[config.mk]
export PLATFORM = sky130hd
export DESIGN_NAME = sitcpxg_tx_arbiter
export DESIGN_NICKNAME = d
export VERILOG_FILES = /design/src/rtl/sitcpxg_tx_arbiter.sv
export SDC_FILE = /design/constraint.sdc
export NUM_CORES = 1
export LEC_CHECK = 0
export ABC_AREA = 1
export CORE_ASPECT_RATIO = 0.5
export CORE_MARGIN = 4
export CORE_UTILIZATION = 37
export DETAILED_ROUTE_END_ITERATION = 16
export PLACE_DENSITY = 0.75
export SKIP_CTS_REPAIR_TIMING = 1
export SLEW_MARGIN = 20
export SYNTH_ARGS = -nofsm -noshare
export SYNTH_HDL_FRONTEND = slang
export SYNTH_SLANG_ARGS = --single-unit
[constraint.sdc]
create_clock -name XGMII_CLOCK -period 3.3 [get_ports XGMII_CLOCK]
set_clock_uncertainty 0.2 [all_clocks]
set_input_delay 0.495 -clock XGMII_CLOCK [delete_from_list [all_inputs] [get_ports XGMII_CLOCK]]
set_output_delay 0.495 -clock XGMII_CLOCK [all_outputs]
set_load 0.05 [all_outputs]
[src/rtl/sitcpxg_tx_arbiter.sv]
// Round-robin arbiter that multiplexes NUM_CH FWFT user FIFOs onto the single
// SiTCPXG TCP transmit path. Grants hold for a whole packet, or for at most
// MAX_BURST words, with one idle cycle between consecutive grants.
module sitcpxg_tx_arbiter #(
  parameter int NUM_CH    = 4,
  parameter int MAX_BURST = 256
) (
  input  logic                 XGMII_CLOCK,
  input  logic                 RSTn,
  input  logic                 USER_SESSION_ESTABLISHED,
  input  logic                 USER_TX_AFULL,
  output logic [63:0]          USER_TX_D,
  output logic [3:0]           USER_TX_B,
  input  logic [NUM_CH-1:0]    CH_ENABLE,
  input  logic [NUM_CH-1:0]    CH_EMPTY,
  input  logic [64*NUM_CH-1:0] CH_D,
  input  logic [4*NUM_CH-1:0]  CH_B,
  input  logic [NUM_CH-1:0]    CH_LAST,
  output logic [NUM_CH-1:0]    CH_RD,
  output logic [NUM_CH-1:0]    CH_GRANT,
  output logic [31:0]          TX_BYTE_CNT,
  output logic                 ERR_BCNT
);

  localparam int IW = $clog2(NUM_CH);
  localparam int BW = $clog2(MAX_BURST + 1);

  typedef enum logic {
    ST_IDLE,
    ST_XFER
  } state_t;

  state_t            state_q, state_d;
  logic [NUM_CH-1:0] grant_q, grant_d;
  logic [IW-1:0]     ptr_q, ptr_d;
  logic [BW-1:0]     burst_q, burst_d;
  logic              afull_q, afull_d;
  logic [63:0]       tx_d_q, tx_d_d;
  logic [3:0]        tx_b_q, tx_b_d;
  logic [31:0]       byte_cnt_q, byte_cnt_d;
  logic              err_q, err_d;

  logic [63:0]       ch_d_a [NUM_CH];
  logic [3:0]        ch_b_a [NUM_CH];
  logic [NUM_CH-1:0] req;
  logic [NUM_CH-1:0] rd;
  logic              win_found;
  logic [IW-1:0]     win_idx;
  logic [IW-1:0]     cand;
  logic [63:0]       head_d;
  logic [3:0]        head_b;
  logic [3:0]        head_bc;
  logic              head_last;
  logic              pop;

  // Split the flat per-channel buses into indexable arrays.
  for (genvar i = 0; i < NUM_CH; i++) begin : g_unpack
    assign ch_d_a[i] = CH_D[64*i +: 64];
    assign ch_b_a[i] = CH_B[4*i +: 4];
  end

  // Request vector and round-robin winner search starting after ptr_q.
  always_comb begin
    req       = CH_ENABLE & ~CH_EMPTY & {NUM_CH{USER_SESSION_ESTABLISHED}};
    win_found = 1'b0;
    win_idx   = ptr_q;
    cand      = '0;
    for (int unsigned k = 1; k <= NUM_CH; k++) begin
      cand = IW'((32'(ptr_q) + k) % NUM_CH);
      if (!win_found && req[cand]) begin
        win_found = 1'b1;
        win_idx   = cand;
      end
    end
  end

  // Head word of the owning channel and the pop qualifier; ptr_q is the owner in XFER.
  always_comb begin
    head_d    = ch_d_a[ptr_q];
    head_b    = ch_b_a[ptr_q];
    head_bc   = (head_b > 4'd8) ? 4'd8 : head_b;
    head_last = CH_LAST[ptr_q];
    pop       = (state_q == ST_XFER) && !CH_EMPTY[ptr_q] && !afull_q &&
                USER_SESSION_ESTABLISHED && CH_ENABLE[ptr_q];
  end

  // Next-state, grant, datapath and counter updates.
  always_comb begin
    state_d    = state_q;
    grant_d    = grant_q;
    ptr_d      = ptr_q;
    burst_d    = burst_q;
    afull_d    = USER_TX_AFULL;
    tx_d_d     = tx_d_q;
    tx_b_d     = '0;
    byte_cnt_d = byte_cnt_q;
    err_d      = err_q;
    rd         = '0;
    case (state_q)
      ST_IDLE: begin
        if (win_found) begin
          grant_d          = '0;
          grant_d[win_idx] = 1'b1;
          ptr_d            = win_idx;
          burst_d          = '0;
          state_d          = ST_XFER;
        end
      end
      ST_XFER: begin
        rd[ptr_q] = pop;
        if (pop) begin
          tx_d_d     = head_d;
          tx_b_d     = head_bc;
          byte_cnt_d = byte_cnt_q + 32'(head_bc);
          burst_d    = burst_q + 1'b1;
          if (head_b > 4'd8) err_d = 1'b1;
        end
        // LAST and burst limit on the same pop collapse into one exit.
        if ((pop && (head_last || (burst_q == BW'(MAX_BURST - 1)))) ||
            !USER_SESSION_ESTABLISHED || !CH_ENABLE[ptr_q]) begin
          state_d = ST_IDLE;
          grant_d = '0;
        end
      end
      default: begin
        state_d = ST_IDLE;
        grant_d = '0;
      end
    endcase
  end

  // State and output registers; almost-full resets asserted so nothing pops before it is sampled.
  always_ff @(posedge XGMII_CLOCK or negedge RSTn) begin
    if (!RSTn) begin
      state_q    <= ST_IDLE;
      grant_q    <= '0;
      ptr_q      <= IW'(NUM_CH - 1);
      burst_q    <= '0;
      afull_q    <= 1'b1;
      tx_d_q     <= '0;
      tx_b_q     <= '0;
      byte_cnt_q <= '0;
      err_q      <= 1'b0;
    end else begin
      state_q    <= state_d;
      grant_q    <= grant_d;
      ptr_q      <= ptr_d;
      burst_q    <= burst_d;
      afull_q    <= afull_d;
      tx_d_q     <= tx_d_d;
      tx_b_q     <= tx_b_d;
      byte_cnt_q <= byte_cnt_d;
      err_q      <= err_d;
    end
  end

  assign CH_RD       = rd;
  assign CH_GRANT    = grant_q;
  assign USER_TX_D   = tx_d_q;
  assign USER_TX_B   = tx_b_q;
  assign TX_BYTE_CNT = byte_cnt_q;
  assign ERR_BCNT    = err_q;

endmodule

==> metrics.cfg, run 1 <==
[power_and_ir_drop]
p_switching_mw = 5.763
power_mw = 11.39
p_seq_share_pct = 21.1
p_clk_share_pct = 16.6
pwr-share-comb_pct = 62.3
power.density_nw_per_um2 = 894.4
ir_worst_vdd_mv = 0.4227
switching_share_pct = 50.61
internal-power_mw = 5.625
leakagePower_nw = 5.463

[floorplanning]
die_w_um = 213.0
start_util_pct = 37.75
die-area_um2 = 23540
die_y_um = 110.5
ios = 397
core_um2 = 20600
num_rows = 37

[setup_path]
critPathLaunchType = flop
cp-end-kind = primary output
crit_path_top_delay_cell = dfstp_4
crit_top_cell = nand3_1
slowest_delay_ns = 0.67
arrival_ns = 2.45
cp_cell_sequence = buf_4 -> buf_16 -> nand2_1 -> nand3_1 -> nand3_1 -> nor2_4 -> inv_4 -> nor2_2 -> buf_12
crit_required_ns = 2.60
critPathMaxFanout = 47
critPathKind = reg2out

[route]
viasPerCell = 5.154
dr.pass1.iters = 5
drt_wl_total_mm = 31.85
drtAntennaViolNets = 0
first_iter_violations = 813
vias = 9411
drcViolationCount = 0
routedWlPerCell_um = 17.44

[cells_and_area]
final_common_cell = clkdlybuf4s50_1
layout_common_cells = clkdlybuf4s50_1 (391), nor2_1 (371), nand2_1 (189)
fin_nets = 1838
multi_input_area_um2 = 4320
area_delta_synth_final_pct = 63.72
seqCellArea_um2 = 2960
drive_gt1_share_pct = 5.928
fillerInstances = 1817
utilization_pct = 61.81

[synthesis]
synth-async-reset-ratio_pct = 100.0
synth.distinct_cells = 35
synthFlopType = dfrtp_1
synth_seq_area_share_pct = 38.01
synth_area_leader_cell = dfrtp_1
synth_warnings = 0
synth-edff-count = 0
synth_cells = 1165
syn_nets = 1464
avgSynthCellArea_um2 = 6.676
synth.cell_area_um2 = 7777
yosysTopAreaCellShare_pct = 37.00
synth-seq-cells = 118
yosys-top-cells-area = dfrtp_1 (37%), nor2_1 (18%), o21ai_0 (9.5%)

[sta]
hold_violations = 49
setup_tns_ns = 0
layout_min_cycle_time_ns = 3.143
fin_hold_ws_ns = -0.06449
final-setup-viol-count = 0
setup_ws_ns = 0.1568
max_freq_ghz = 0.3182
worst_pin_slew_ns = 0.7565
slew_viol_final = 0
post-route-period-util_pct = 95.25
max_slew_margin_pct = 49.56

[clock_network]
htreeDepth = 4
cts.clk_slew.worst_paths_ns = 0.07
cts_root_buf = clkbuf_16
insertion_delay_ns = 0.42
clk_path_buf_depth = 2
numCtsBuffers = 17
clock-sinks = 118
cts_tree = built

[placed_design]
preCtsSetupSlack_ns = -0.02759
port_buffers = 396
post-dp-hpwl_mm = 23.75
place_congestion = 0.9433

[global_route]
grt_first_pass_wirelength_mm = 48.80
grtUsageTotal_pct = 25.98
grt_pass1_vias = 8900
grt-ovfl-total = 0
grt_start_max_net_pins = 94
grt_antenna_before_repair = 1

[flow_run]
maxCapViolCount = 0

[outcome]
status = finished with violations
violations = hold timing

[min_path]
min-delay-path-class = in2async

-- sequential cells by signal, indices dropped and copies added (netlist names) --
register / cells
CH_GRANT: 4
state_q: 1
burst_q: 9
afull_q: 1
USER_TX_B: 4
ERR_BCNT: 1
ptr_q: 2
USER_TX_D: 64
TX_BYTE_CNT: 32
-- layer usage --
layer	GRT usage [%]	routed length [um]	up-vias
met5	0	0	-
met4	11.62	1328	0
met3	5.478	2066	74
met2	43.36	15800	381
met1	32.30	12650	4392
li1	-	-	4564
-- final timing paths --
path,depth (start not counted),start,endpoint,slack [ns]
worst max-delay path,9,ptr_q[0]$_DFFE_PN1P_,CH_RD[1],0.16
worst min-delay path,1,RSTn,USER_TX_B[2]$_DFF_PN0_,-0.06
worst max register to register,15,ptr_q[0]$_DFFE_PN1P_,TX_BYTE_CNT[9]$_DFFE_PN0P_,0.18
worst min register to register,2,burst_q[8]$_DFFE_PN0P_,burst_q[8]$_DFFE_PN0P_,0.30
max in group asynchronous,2,RSTn,TX_BYTE_CNT[28]$_DFFE_PN0P_,2.10
min in group XGMII_CLOCK,1,USER_TX_AFULL,afull_q$_DFF_PN1_,0.28
-- cell families (layout without fill, tap and decap cells) --
| family | after synthesis | count (layout) | share of synthesized area, % |
|---|---|---|---|
| simple gates | 663 | 663 | 34.17 |
| compound gates | 225 | 225 | 15.86 |
| buf+inv | 120 | 507 | 6.934 |
| flops | 118 | 118 | 38.01 |
| xor+xnor | 28 | 28 | 3.153 |
| fa+ha+maj | 11 | 11 | 1.866 |
| other cells | 0 | 1 | 0 |
-- synth_stat cells (2+ instances only) --
cell,count
buf_4,13
inv_2,3
nor4_1,4
xor2_1,16
ha_1,10
nand4_1,11
nand2_1,189
dfstp_2,3
clkbuf_1,18
or2_2,3
a31oi_1,64
nand3b_1,3
nor3_1,10
dfrtp_1,115
buf_1,13
o22a_1,3
o21bai_1,2
nand3_1,59
a21oi_1,4
o21ai_0,148
nor3b_1,2
inv_1,46
nor2_1,376
buf_2,26
xnor2_1,12
nor2_2,3
-- final cells by class --
| cell class | count | area share, % |
|---|---|---|
| clock inverter | 12 | 1.002 |
| multi-input combinational | 927 | 33.93 |
| antenna | 1 | 0.01965 |
| tap | 273 | 2.683 |
| timing repair buffer | 426 | 33.97 |
| inverter | 49 | 1.484 |
| sequential | 118 | 23.25 |
| clock buffer | 20 | 3.665 |
-- worst max-delay path: cells and delay by family (launching register included) --
kind,cells,cell delay (ns)
buf+inv,4,0.64
flops,1,0.67
simple gates,5,0.69
-- through the flow --
| stage | instance area, um^2 | cells |
|---|---|---|
| floorplan | 7777 | 1165 |
| finish | 12730 | 1826 |
| detailed placement | 11990 | 1787 |
| global route | 12730 | 1826 |
| CTS | 12590 | 1819 |
| global placement | 11990 | 1787 |
-- power groups by stage --
stage / sequential, mW / combinational [mW] / clock (mW)
floorplan: 4.10 / 2.79 / 0
global placement: 2.40 / 6.79 / 0
detailed placement: 2.42 / 6.88 / 0
CTS: 2.40 / 6.90 / 1.92
global route: 2.48 / 7.64 / 1.98
finish: 2.41 / 7.09 / 1.89
(Power assumes the default switching activity.)
==> run 2, diff against run 1 <==
- CORE_ASPECT_RATIO: 0.5 -> unset
==> run 2 against run 1 <==
Compared with the run above: the flow now finishes without violations; die area down 0.60%; worst hold slack better by 0.35 ns; critical path depth down 1; design area down 0.37%; sequential share of layout area up 0.087 points; via count down 1.9%; first-iteration DRC count down 38%; utilization up 0.29 points; total power down 1.8%; critical endpoint is now CH_RD[2].
==> metrics.cfg, run 2 (synthesis results as in run 1) <==
[outcome]
status = finished, final reports clean  ; was finished with violations

[min_path]
min-delay-path-class = reg2reg  ; was in2async

[clock_network]
clk_path_buf_depth = 2  ; unchanged
cts_tree = built  ; unchanged
cts.clk_slew.worst_paths_ns = 0.05  ; was 0.07 ns
htreeDepth = 4  ; unchanged
clock-sinks = 118  ; unchanged
cts_root_buf = clkbuf_16  ; unchanged
insertion_delay_ns = 0.41  ; was 0.42 ns
numCtsBuffers = 17  ; unchanged

[route]
drt_wl_total_mm = 30.74  ; was 31.85 mm
drcViolationCount = 0  ; unchanged
vias = 9229  ; was 9,411
viasPerCell = 5.060  ; was 5.154
first_iter_violations = 505  ; was 813
drtAntennaViolNets = 0  ; unchanged
dr.pass1.iters = 5  ; unchanged
routedWlPerCell_um = 16.85  ; was 17.44 um

[global_route]
grt_first_pass_wirelength_mm = 46.58  ; was 48.80 mm
grtUsageTotal_pct = 24.72  ; was 25.98%
grt_antenna_before_repair = 5  ; was 1
grt_start_max_net_pins = 107  ; was 94
grt_pass1_vias = 8638  ; was 8,900
grt-ovfl-total = 0  ; unchanged

[cells_and_area]
layout_common_cells = clkdlybuf4s50_1 (391), nor2_1 (375), nand2_1 (189)  ; was clkdlybuf4s50_1 (391), nor2_1 (371), nand2_1 (189)
utilization_pct = 62.10  ; was 61.81%
drive_gt1_share_pct = 5.355  ; was 5.928%
final_common_cell = clkdlybuf4s50_1  ; unchanged
largest_register_ffs = 64  ; unchanged
area_delta_synth_final_pct = 63.11  ; was 63.72%
fillerInstances = 1889  ; was 1,817
fin_nets = 1837  ; was 1,838
seqCellArea_um2 = 2960  ; unchanged
multi_input_area_um2 = 4310  ; was 4320 um^2

[sta]
worst_pin_slew_ns = 0.6239  ; was 0.7565 ns
final-setup-viol-count = 0  ; unchanged
max_freq_ghz = 0.3171  ; was 0.3182 GHz
layout_min_cycle_time_ns = 3.154  ; was 3.143 ns
post-route-period-util_pct = 95.57  ; was 95.25%
hold_violations = 0  ; was 49
slew_viol_final = 0  ; unchanged
max_slew_margin_pct = 58.27  ; was 49.56%

[floorplanning]
die-area_um2 = 23400  ; was 23,540 um^2
die_y_um = 153.0  ; was 110.5 um
core_um2 = 20430  ; was 20,600 um^2
die_w_um = 153.0  ; was 213.0 um
start_util_pct = 38.07  ; was 37.75%
num_rows = 52  ; was 37
ios = 397  ; unchanged

[placed_design]
place_congestion = 0.9230  ; was 0.9433
port_buffers = 396  ; unchanged
post-dp-hpwl_mm = 23.32  ; was 23.75 mm

[power_and_ir_drop]
ir_worst_vdd_mv = 0.4146  ; was 0.4227 mV
power.density_nw_per_um2 = 881.2  ; was 894.4 nW/um^2
leakagePower_nw = 5.454  ; was 5.463 nW
power_mw = 11.18  ; was 11.39 mW

[flow_run]
maxCapViolCount = 0  ; unchanged

[setup_path]
cp-end-kind = primary output  ; unchanged
cp-endpoint = CH_RD[2]  ; was CH_RD[1]
critPathMaxFanout = 48  ; was 47
arrival_ns = 2.46  ; was 2.45 ns
r2r_cells = 16  ; was 15
rr_startpoint = ptr_q[0]$_DFFE_PN1P_  ; unchanged
critPathLaunch = ptr_q[1]$_DFFE_PN1P_  ; was ptr_q[0]$_DFFE_PN1P_
crit_required_ns = 2.60  ; about the same
reg2reg_slack_ns = 0.22  ; was 0.18 ns
critPathLaunchType = flop  ; unchanged
r2r-end = TX_BYTE_CNT[23]$_DFFE_PN0P_  ; was TX_BYTE_CNT[9]$_DFFE_PN0P_
critPathKind = reg2out  ; unchanged

run 2: cell types whose count changed in the layout (fill, tap and decap cells not counted), sizes merged:
cell         previous run  this run
bufinv                  2         1
clkbuf                 21        23
clkinvlp                4         1
dlygate4sd3             0         1
buf                    34        32
clkinv                  6         7
diode                   1         4
run 2: stage by stage:
| stage | setup slack [ns] | cells | area (um^2) | TNS (ns) | hold WS [ns] |
|---|---|---|---|---|---|
| final | 0.1461 | 1824 | 12690 | 0 | 0.2886 |
| after global routing | -0.006067 | 1824 | 12690 | -0.006067 | 0.2918 |
| after CTS | -0.1743 | 1816 | 12560 | -0.6052 | -0.2072 |
| after detailed placement | -0.03395 | 1785 | 12000 | -0.06910 | 0.2346 |
| after global placement | 0.06568 | 1785 | 12000 | 0 | 0.2326 |
| after floorplan | 0.1378 | 1165 | 7777 | 0 | -0.0005910 |
run 2: area by class of cell:
class | instances | area share, %
sequential | 118 | 23.34
inverter | 49 | 1.470
clock inverter | 9 | 0.6016
multi-input combinational | 927 | 33.98
antenna | 4 | 0.07890
tap | 270 | 2.663
timing repair buffer | 425 | 34.06
clock buffer | 22 | 3.817
run 2: metal layers:
layer	part of all wire, %	vias to the layer above	track usage (%)
li1	-	4561	-
met1	40	4148	30.77
met2	48	442	40.21
met3	8.7	76	7.577
met4	3.6	2	9.885
met5	0.065	-	0
run 2: critical path: stages, from the launching register on:
cell and delay, ns:
dfstp_2 0.61, buf_4 0.49, nor2_1 0.11, nand2_1 0.08, nand3_1 0.10, nor2_4 0.17, inv_2 0.09, nor2_1 0.20
buf_12 0.17
run 2: power breakdown:
group / internal [mW] / switching [mW] / leakage (nW)
sequential: 2.00 / 0.381 / 1.45
clock: 1.10 / 0.650 / 0.281
combinational: 2.44 / 4.60 / 3.73
total: 5.55 / 5.63 / 5.45
run 2: worst min path at each step:
stage / cells after the start / startpoint / endpoint
detailed placement: 1 / RSTn / TX_BYTE_CNT[6]$_DFFE_PN0P_
CTS: 1 / RSTn / TX_BYTE_CNT[6]$_DFFE_PN0P_
global route: 1 / USER_TX_AFULL / afull_q$_DFF_PN1_
finish: 1 / ERR_BCNT$_DFFE_PN0P_ / ERR_BCNT$_DFFE_PN0P_
global placement: 1 / RSTn / TX_BYTE_CNT[6]$_DFFE_PN0P_
floorplan: 0 / RSTn / CH_GRANT[0]$_DFFE_PN0P_
==> run 3, diff against run 2 <==
- CAP_MARGIN: unset -> 20
==> results of run 3 <==
The final DEF is identical to that of run 2; final timing and power are the same.
==> RTL change 1, RTL diff (flow settings as in run 2) <==
Put one more register stage on the output `TX_BYTE_CNT`, without a reset. The value now appears one clock later. The other outputs are not delayed to match.
--- a/src/rtl/sitcpxg_tx_arbiter.sv
+++ b/src/rtl/sitcpxg_tx_arbiter.sv
@@ -159,5 +159,7 @@
   assign USER_TX_D   = tx_d_q;
   assign USER_TX_B   = tx_b_q;
-  assign TX_BYTE_CNT = byte_cnt_q;
+  always_ff @(posedge XGMII_CLOCK) begin
+    TX_BYTE_CNT <= byte_cnt_q;
+  end
   assign ERR_BCNT    = err_q;
 
Check against the original RTL: not equivalent (a bounded check fails within 4 cycles, from zero or initial values and one cycle with RSTn low).
==> RTL change 1 against run 2 <==
Cell count rose by 1.8%; count of clock-buffer cells in the layout up 1; highest routed layer unchanged; area after synthesis increased by 9.4%; critical path type is now reg2reg; sequential cell count grew 32; cell area up 5.0%; non-clock buffer count shrank 8; setup slack improved by 0.065 ns; total power rose by 5.8%; routed wire length grew 6.5%.
==> RTL change 1: results (changes against run 2) <==
- Net Sw Frac: 49.1% (-1.3 points)
- DR iter-0 viols: 584 (+16%)
- Slowest cell on the critical path: dfstp_4
- Min-Delay Endpoint: TX_BYTE_CNT[31]$_DFF_P_
- Leak Pwr: 0.00562 uW (+3.1%)
- Share of post-route cells with drive strength above 1: 5.11% (-0.24 points)
- Largest net degree at the start of global routing: 100 (-6.5%)
- Worst Setup SP: ptr_q[0]$_DFFE_PN1P_
- Syn nets: 1488 (+1.6%)
- First-pass GRT wire length: 50.0 mm (+7.3%)
- Vias in the first global route: 9076 (+5.1%)
- Most area-consuming cells after synthesis: dfrtp_1, nor2_1, o21ai_0, dfxtp_1, nand2_1
- Kind of critical path: reg2reg
- Drt via density: 5.02 (-0.82%)
- Post-synth top cells: nor2_1, nand2_1, o21ai_0
- Final #Nets: 1851 (+0.76%)
- Crit Path Max Fanout: 6 (-88%)
- Status: finished, final reports clean
- Worst hold margin: 0.227 ns (-0.0618 ns)
- CP max stage delay: 0.68 ns (+0.07 ns)
- WL final: 32.7 mm (+6.5%)
- Initial antenna violation count: 11 (+6)
- Max reg flops: 64 (unchanged)
- Slew margin rel.: 49.1% (-9.2 points)
- CTS buffer count: 17 (unchanged)
- Residual DRC: 0 (unchanged)
- Critical path arrival: 3.19 ns (+0.73 ns)
- Dpl hpwl: 25.3 mm (+8.4%)
- Worst-path clk slew: 0.06 ns
- R2R depth: 16 (unchanged)
- Peak VDD IR: 0.000498 V (+20%)
- R2r setup slk: 0.21 ns
- Pre-antenna DRT Iters: 5 (unchanged)
- Post-synthesis sequential area ratio: 42.3% (+4.3 points)
- Asr flop ratio synth: 78.7% (-21 points)
- RR Endpoint: byte_cnt_q[11]$_DFFE_PN0P_
- Netlist cell types: 42 (+20%)
- GRT Total Usage: 24.9% (+0.21 points)
- Number of flops mapped to enable cells by yosys: 0 (unchanged)
- Min-delay src: byte_cnt_q[31]$_DFFE_PN0P_
- Gpl congestion: 0.942 (+2.1%)
- Clock Tree Buf Depth: 2 (unchanged)
- Top_reg_cell synth: dfrtp_1
- Fillers: 2050 (+8.5%)
- Worst hold stages: 0 (-1)
- Yosys warning count: 0 (unchanged)
- H-Tree Depth: 4 (unchanged)
- Clk_lat worst skew: 0.42 ns
[RTL change 1: critical path: cells and delay by family (launching register included)]
kind,cells,cell delay (ns)
compound gates,2,0.42
xor+xnor,1,0.12
fa+ha+maj,1,0.31
buf+inv,2,0.28
flops,1,0.68
simple gates,10,0.95
[RTL change 1: final cells by class]
| cell class | instances | area share [%] |
|---|---|---|
| multi-input cells | 915 | 32.2 |
| repair buffers | 417 | 31.7 |
| inverters | 51 | 1.46 |
| clock buffers | 23 | 3.99 |
| flip-flops and latches | 150 | 27.0 |
| diodes | 7 | 0.131 |
| clock inverters | 9 | 0.742 |
| well taps | 285 | 2.68 |
[RTL change 1: kinds of logic after synthesis]
logic type / synth area share (%)
AO/OA/AOI/OAI: 15.0
XOR/XNOR: 2.88
flip-flops: 42.3
buffers and inverters: 7.47
AND/OR/NAND/NOR: 30.6
adder cells (fa/ha/maj): 1.71
[RTL change 1: layer usage]
metal	track usage (%)	share of wire (%)	wire length, um
met1	27.2	37	12100
met2	44.5	51	16800
met3	7.20	7.3	2400
met4	11.8	4.1	1330
met5	0	0.13	42
[RTL change 1: per-stage QoR]
stage	utilization [%]	setup WS (ns)	instances	cell area (um2)	total power (uW)
global placement	55.7	0.129	1815	12600	9630
global route	58.9	0.0118	1857	13300	12600
CTS	58.5	-0.237	1847	13200	11800
finish	58.9	0.211	1857	13300	11800
floorplan	-	0.168	1189	8510	7400
detailed placement	55.7	0.0127	1815	12600	9730
[RTL change 1: power groups by stage]
stage	Clock, uW	Combinational (uW)	Sequential [uW]
after floorplan	0	2830	4570
after global placement	0	6740	2880
after detailed placement	0	6820	2920
after CTS	2090	6830	2890
after global routing	2160	7440	2960
final	2060	6890	2870
==> RTL change 2, RTL diff (config.mk and constraints of run 2) <==
Without the edit above. Set the parameter `NUM_CH` to 2 (it was 4).
--- a/src/rtl/sitcpxg_tx_arbiter.sv
+++ b/src/rtl/sitcpxg_tx_arbiter.sv
@@ -3,5 +3,5 @@
 // MAX_BURST words, with one idle cycle between consecutive grants.
 module sitcpxg_tx_arbiter #(
-  parameter int NUM_CH    = 4,
+  parameter int NUM_CH    = 2,
   parameter int MAX_BURST = 256
 ) (
Ports: changed (7 resized); port bits go from 397 to 251. No check against the original RTL was run, so the function may have changed too.
==> RTL change 2 against run 2 <==
Area after synthesis shrank 27%; core utilization fell by 1.6 points; routed wire length decreased by 43%; cell count down 36%; sequential share of layout area is 8.9 points higher; register-to-register slack better by 0.31 ns; setup slack better by 0.19 ns; critical path depth stayed put; cell area shrank 30%; sequential cell count down 3; total power shrank 43%; critical endpoint is now CH_RD[1].
==> RTL change 2: results (changes against run 2) <==
- Status: finished, final reports clean
- CP max stage delay: 0.69 ns (+0.08 ns)
- Port Buffers: 250 (-37%)
- Vias in the first global route: 5669 (-34%)
- Starting Density: 38.4% (+0.34 points)
- Antenna diode count: 0 (-4)
- Dpl hpwl: 13.3 mm (-43%)
- First-pass GRT wire length: 28.3 mm (-39%)
- R2R depth: 17 (+1)
- Initial antenna violation count: 0 (-5)
- Mean routed wirelength per cell: 15.1 um (-11%)
- Critical path arrival: 2.26 ns (-0.20 ns)
- Syn nets: 872 (-40%)
- Cell Count, Final, Fillers Out: 1168 (-36%)
- DR iter-0 viols: 282 (-44%)
- Crit Path Max Fanout: 20 (-58%)
- Placed Instances: 1137 (-36%)
- Clk_lat worst skew: 0.41 ns (about the same)
- GRT Total Usage: 20.2% (-4.5 points)
- Gpl congestion: 0.833 (-9.7%)
- Leak Pwr: 0.00407 uW (-25%)
- Most area-consuming cells after synthesis: dfrtp_1, nand2_1, nand3_1, inv_1, nor2_1
- Post-synthesis sequential area ratio: 50.8% (+13 points)
- Netlist cell types: 38 (+8.6%)
- Post-synth top cells: nand2_1, dfrtp_1, nand3_1
- Largest net degree at the start of global routing: 65 (-39%)
- Mapped Cells: 720 (-38%)
- Peak VDD IR: 0.000409 V (-1.4%)
- Share of post-route cells with drive strength above 1: 6.40% (+1.0 points)
- Drt via density: 4.77 (-5.8%)
## RTL change 2: area by class of cell
cell class	instances	area [um2]
Fill cell	1295	5830
Clock inverter	5	52.6
Inverter	57	221
Sequential cell	115	2880
Timing Repair Buffer	259	2620
Multi-Input combinational cell	523	2440
Clock buffer	25	485
Tap cell	184	230
## RTL change 2: routing by layer
metal | part of all wire [%] | wire [um] | vias up | global-route usage, %
met1 | 38 | 6630 | 2549 | 21.5
met3 | 9.0 | 1590 | 39 | 8.55
met5 | 0 | 0 | - | 0
li1 | - | - | 2780 | -
met4 | 3.2 | 559 | 0 | 9.10
met2 | 50 | 8810 | 201 | 35.2
## RTL change 2: final timing paths
path / from / to / slack [ns]
max in group asynchronous: RSTn / ptr_q$_DFFE_PN1P_ / 1.69
worst max-delay path: ptr_q$_DFFE_PN1P_ / CH_RD[1] / 0.34
worst min-delay path: ERR_BCNT$_DFFE_PN0P_ / ERR_BCNT$_DFFE_PN0P_ / 0.27
worst min register to register: ERR_BCNT$_DFFE_PN0P_ / ERR_BCNT$_DFFE_PN0P_ / 0.27
worst max register to register: ptr_q$_DFFE_PN1P_ / TX_BYTE_CNT[24]$_DFFE_PN0P_ / 0.53
min in group asynchronous: RSTn / TX_BYTE_CNT[0]$_DFFE_PN0P_ / 0.47
## RTL change 2: cells by family after synthesis
| kind of cell | synth area share [%] |
|---|---|
| and+or+nand+nor | 35.6 |
| DFF | 50.8 |
| buffers and inverters | 6.25 |
| AOI/OAI and AO/OA | 3.18 |
| xor gates and xnor gates | 2.78 |
| adders and majority gates | 1.32 |
## RTL change 2: where the power goes
part	switching [uW]	internal, uW	leakage [uW]
logic	1800	967	0.00229
registers	224	1760	0.00152
clock network	603	1080	0.000263
total	2620	3800	0.00407
## RTL change 2: per-stage QoR
stage | power [uW] | setup slack (ns) | area (um2) | hold WS, ns | utilization (%)
global route | 6720 | 0.169 | 8920 | 0.287 | 60.5
CTS | 6490 | 0.306 | 8910 | -0.0668 | 60.4
detailed placement | 4780 | 0.349 | 8380 | 0.261 | 56.8
global placement | 4760 | 0.362 | 8380 | 0.271 | 56.8
finish | 6430 | 0.340 | 8920 | 0.270 | 60.5
floorplan | 3680 | 0.761 | 5670 | -0.000591 | -
## RTL change 2: worst max-delay path: cells and delay by family, from the launching register on
family                 cells  cell delay, ns
buffers and inverters      3            0.47
flip-flops                 1            0.69
AND/OR/NAND/NOR            5            0.68
